<file path="src/rtl/mips_pkg.sv">
// Shared types and constants for the mips core and its boot-time loader.
package mips_pkg;

  typedef enum logic [2:0] {
    CNT_HI,
    CNT_LO,
    WORDS,
    RUN,
    ERROR
  } loader_state_t;

  localparam logic [31:0] INSTR_NOP = 32'h0000_0000;

endpackage

</file>
<file path="src/rtl/imem_ram.sv">
// Word-addressed instruction RAM.
// Synchronous write and asynchronous read; contents are never cleared.
module imem_ram
  import mips_pkg::*;
#(
  parameter int ADDR_WIDTH = 6
) (
  input  logic                  clk,
  input  logic                  we,
  input  logic [ADDR_WIDTH-1:0] waddr,
  input  logic [31:0]           wdata,
  input  logic [ADDR_WIDTH-1:0] raddr,
  output logic [31:0]           rdata
);

  localparam int DEPTH = 1 << ADDR_WIDTH;

  logic [31:0] mem [DEPTH];

  always_ff @(posedge clk) begin
    if (we) mem[waddr] <= wdata;
  end

  assign rdata = mem[raddr];

endmodule

</file>
<file path="src/rtl/imem_loader.sv">
// Boot loader: takes a length-prefixed byte image into instruction RAM,
// then releases the core and serves instructions for its pc.
module imem_loader
  import mips_pkg::*;
#(
  parameter int ADDR_WIDTH = 6
) (
  input  logic        clk,
  input  logic        reset,
  input  logic [7:0]  rx_data,
  input  logic        rx_valid,
  output logic        rx_ready,
  input  logic [31:0] pc,
  output logic [31:0] instr,
  output logic        cpu_reset,
  output logic        done,
  output logic        error,
  output logic [15:0] loaded_words
);

  localparam int DEPTH = 1 << ADDR_WIDTH;

  loader_state_t         state_q;
  logic [7:0]            hi_q;
  logic [15:0]           cnt_q;
  logic [23:0]           asm_q;
  logic [1:0]            bcnt_q;
  logic [ADDR_WIDTH:0]   widx_q;
  logic                  cpu_reset_q;

  logic                  acc;
  logic                  we;
  logic [15:0]           hdr;
  logic [ADDR_WIDTH:0]   widx_nx;
  logic                  wr_last;
  logic [ADDR_WIDTH-1:0] ridx;
  logic                  pc_hi_nz;
  logic [31:0]           rdata;
  logic                  unused_pc;

  assign rx_ready = !reset &&
    (state_q == CNT_HI || state_q == CNT_LO || state_q == WORDS);
  assign acc     = rx_valid && rx_ready;
  assign hdr     = {hi_q, rx_data};
  assign we      = acc && state_q == WORDS && bcnt_q == 2'd3;
  assign widx_nx = widx_q + 1'b1;
  assign wr_last = 16'(widx_nx) == cnt_q;

  always_ff @(posedge clk) begin
    if (reset) begin
      state_q     <= CNT_HI;
      hi_q        <= '0;
      cnt_q       <= '0;
      asm_q       <= '0;
      bcnt_q      <= '0;
      widx_q      <= '0;
      cpu_reset_q <= 1'b1;
    end else if (acc) begin
      unique case (state_q)
        CNT_HI: begin
          hi_q    <= rx_data;
          state_q <= CNT_LO;
        end
        CNT_LO: begin
          cnt_q <= hdr;
          if (hdr == 16'd0) begin
            state_q     <= RUN;
            cpu_reset_q <= 1'b0;
          end else if (32'(hdr) > DEPTH) begin
            state_q <= ERROR;
          end else begin
            state_q <= WORDS;
          end
        end
        WORDS: begin
          asm_q  <= {asm_q[15:0], rx_data};
          bcnt_q <= bcnt_q + 2'd1;
          if (bcnt_q == 2'd3) begin
            widx_q <= widx_nx;
            if (wr_last) begin
              state_q     <= RUN;
              cpu_reset_q <= 1'b0;
            end
          end
        end
        default: ;
      endcase
    end
  end

  imem_ram #(
    .ADDR_WIDTH(ADDR_WIDTH)
  ) u_ram (
    .clk  (clk),
    .we   (we),
    .waddr(widx_q[ADDR_WIDTH-1:0]),
    .wdata({asm_q, rx_data}),
    .raddr(ridx),
    .rdata(rdata)
  );

  assign ridx      = pc[ADDR_WIDTH+1:2];
  assign pc_hi_nz  = |(pc >> (ADDR_WIDTH + 2));
  assign unused_pc = ^pc[1:0];

  // Anything not freshly loaded, or out of range, reads as a NOP.
  assign instr = (state_q == RUN && !pc_hi_nz && 16'(ridx) < cnt_q)
               ? rdata : INSTR_NOP;

  assign cpu_reset    = cpu_reset_q;
  assign done         = state_q == RUN;
  assign error        = state_q == ERROR;
  assign loaded_words = cnt_q;

endmodule
</file>
<file path="config.mk">
export PLATFORM = sky130hd
export DESIGN_NAME = imem_loader
export DESIGN_NICKNAME = d
export VERILOG_FILES = /design/src/rtl/mips_pkg.sv /design/src/rtl/imem_ram.sv /design/src/rtl/imem_loader.sv
export SDC_FILE = /design/constraint.sdc
export NUM_CORES = 2
export LEC_CHECK = 0
export ABC_CLOCK_PERIOD_IN_PS = 11670
export CORE_MARGIN = 3
export CORE_UTILIZATION = 50
export CTS_CLUSTER_SIZE = 12
export DETAILED_ROUTE_END_ITERATION = 12
export HOLD_SLACK_MARGIN = 0.03
export PLACE_DENSITY = 0.66
export SLEW_MARGIN = 30
export SYNTH_ARGS = -nofsm -noshare
export SYNTH_HDL_FRONTEND = slang
export SYNTH_SLANG_ARGS = --single-unit
</file>
<file path="constraint.sdc">
create_clock -name clk -period 11.67 [get_ports clk]
set_clock_uncertainty 0.1 [all_clocks]
set_input_delay 1.7505 -clock clk [delete_from_list [all_inputs] [get_ports clk]]
set_output_delay 1.7505 -clock clk [all_outputs]
set_load 0.02 [all_outputs]
</file>
==> results_dict.tcl <==
set metrics [dict create \
    status "complete, no violations" \
    period_share 0.685 \
    max_slew_margin 0.309 \
    cp_max_fo 65 \
    antenna_cells 0 \
    clk_pin_slew_ns 0.06 \
    synth_cell_types 57 \
    wl_per_cell_um 33.4 \
    criticalPathCategory "primary input to output pin" \
    grt_pass1_wl_mm 306 \
    synth_top_area_share 0.756 \
    via_per_inst 6.53 \
    initial_core_util 0.505 \
    crit_required_ns 9.82 \
    avgSynthCellArea_um2 20.5 \
    num_rows 147 \
    synth_compound_area_frac 0.0461 \
    cts-root-buf "clkbuf_16" \
    synth_area_leader_cell "edfxtp_1" \
    yosysMostFrequentCell "edfxtp_1" \
    area_growth_pct 12.3 \
    antenna_found_initial 6 \
    fp.dieH_um 409 \
    design_area_mm2 0.0914 \
    powerDensity_mw_per_mm2 162 \
    drv_slew 0 \
    synth-main-ff-cell "edfxtp_1" \
    cts_tree "built" \
    synth_area_mm2 0.0813 \
    cts_resized 0 \
    drt_wl_total_mm 216 \
    die_w_um 409 \
    hold_buffers 0 \
    overflow 0 \
    htree_num_levels 4 \
    synth_top_family_by_area "multiplexers" \
    drt_iter0_markers 5863 \
    synth_fp_nets 4022 \
    hold_viol 0 \
    synthTopCellsByArea "edfxtp_1 76%, mux4_2 11%, mux2i_1 3.2%" \
    numCtsBuffers 207 \
    critical_path_arrival_ns 6.15 \
    syn_inst 3972 \
    drc 0 \
    gp_congestion 0.780 \
    grt_pass1_vias 41800 \
    dp_hpwl_mm 112 \
    placed_area_mm2 0.0853 \
    end_kind "output pin" \
    placement.io_buffers 92 \
    num_vias 42200 \
    async_flop_share 0 \
    grt_max_degree 109 \
    setup_tns_ns 0 \
    core-area_mm2 0.161 \
    yosys_warnings 0 \
    fin_nets 4225 \
    peakVddDrop_uv 130 \
    grt_usage 0.257 \
    layout-drive-gt1-share 0.207 \
    cts_setup_buffers 0 \
    clockBufferDepth 3 \
    synthSimpleGateAreaFrac 0.0230 \
    max_freq_ghz 0.125 \
    synth_mux_area_frac 0.140 \
    hp-class "register to register" \
    clk_latency_ns 0.83 \
    ys_seq_area_frac 0.771 \
    drtPass1Iterations 6 \
    synth_xor_area_frac 0.00172 \
    start_kind "primary input" \
    rsz0062_at_grt "false" \
    synthTopCellsByCount "2048 x edfxtp_1, 388 x mux4_2, 256 x mux2i_1" \
    drv_cap 0 \
    leakagePower_uw 0.0298 \
    worstMarginPinSlew_ns 1.03 \
    synth_edf_count 2048 \
    synth_fa_ha_area_frac 0.00108 \
    multiInputGateArea_mm2 0.0177 \
    seqCellArea_mm2 0.0628 \
    io_pins 95 \
    ys_seq_elements 2109 \
    final-setup-viol-count 0 \
    fin_crit_ns 8.00 \
    clock-sinks 2109 \
    fillers 11800 \
    dieArea_mm2 0.168 \
    detail-route-antenna-nets 0 \
]
[area by class of cell]
type	instances	share of cell area
flip-flops and latches	2109	0.687
well taps	2160	0.0296
clock buffers	286	0.0616
clock inverters	52	0.00388
repair buffers	233	0.0231
inverters	13	0.000561
multi-input cells	1611	0.194
[critical path, stage by stage]
cell and delay (ns):
buf_8 0.45, buf_4 0.76, nor2_4 0.24, buf_4 0.31, buf_4 0.31, a221oi_2 0.36, a21oi_1 0.11, o21a_1 0.22
o32ai_1 0.74, clkdlybuf4s50_1 0.75
[through the flow]
stage	instances	hold WS (ns)	setup WS (ns)	util	total power (µW)
after floorplan	3972	0.340	6.20	-	8680
after global placement	6119	0.351	3.68	0.529	8870
after detailed placement	6124	0.353	3.64	0.530	8870
after CTS	6462	0.362	3.63	0.567	14800
after global routing	6464	0.381	3.60	0.567	15200
final	6464	0.358	3.67	0.567	14800
[cell families (layout without fill, tap and decap cells)]
| group | count (synthesis) | after routing |
|---|---|---|
| XOR/XNOR | 16 | 16 |
| flip-flops | 2109 | 2109 |
| AO/OA/AOI/OAI | 531 | 531 |
| multiplexers | 648 | 648 |
| buffers and inverters | 252 | 584 |
| adder cells (fa/ha/maj) | 7 | 7 |
| AND/OR/NAND/NOR | 409 | 409 |
[path summary, 6_finish.rpt]
path / to / startpoint / slack [ns] / depth (start not counted)
worst max-delay path: instr[0] / pc[4] / 3.67 / 10
worst min-delay path: asm_q[12] / asm_q[4] / 0.36 / 2
worst max register to register: u_ram.mem[21][24] / state_q[1] / 7.90 / 7
worst min register to register: asm_q[12] / asm_q[4] / 0.36 / 2
[routing by layer]
| layer | part of all wire | up-vias | track usage |
|---|---|---|---|
| met1 | 0.40 | 22500 | 0.379 |
| met4 | 0.029 | 0 | 0.0767 |
| met3 | 0.10 | 317 | 0.0475 |
| li1 | - | 17000 | - |
| met2 | 0.47 | 2457 | 0.396 |
| met5 | 0 | - | 0 |
[cell usage in the layout, fill, tap and decap left out, drive strengths merged, types with 61 or more instances in the layout]
cell type / netlist / final
a21oi: 152 / 152
a221oi: 83 / 83
a22oi: 155 / 155
buf: 121 / 155
clkbuf: 118 / 286
clkdlybuf4s50: 0 / 78
dfxtp: 61 / 61
edfxtp: 2048 / 2048
mux2i: 256 / 256
mux4: 388 / 388
nand2: 116 / 116
nor2: 151 / 151
[sequential cells by signal, indices dropped and copies added, names as in the netlist]
register and flops:
bcnt_q 2, u_ram.mem 2048, state_q 3, asm_q 24, widx_q 7, hi_q 8
loaded_words 16, cpu_reset 1
[power by group]
part | internal (µW) | switching, µW
logic | 170 | 328
registers | 8210 | 4.39
clock network | 3360 | 2710
No activity file was read; power rests on OpenSTA's default activity.
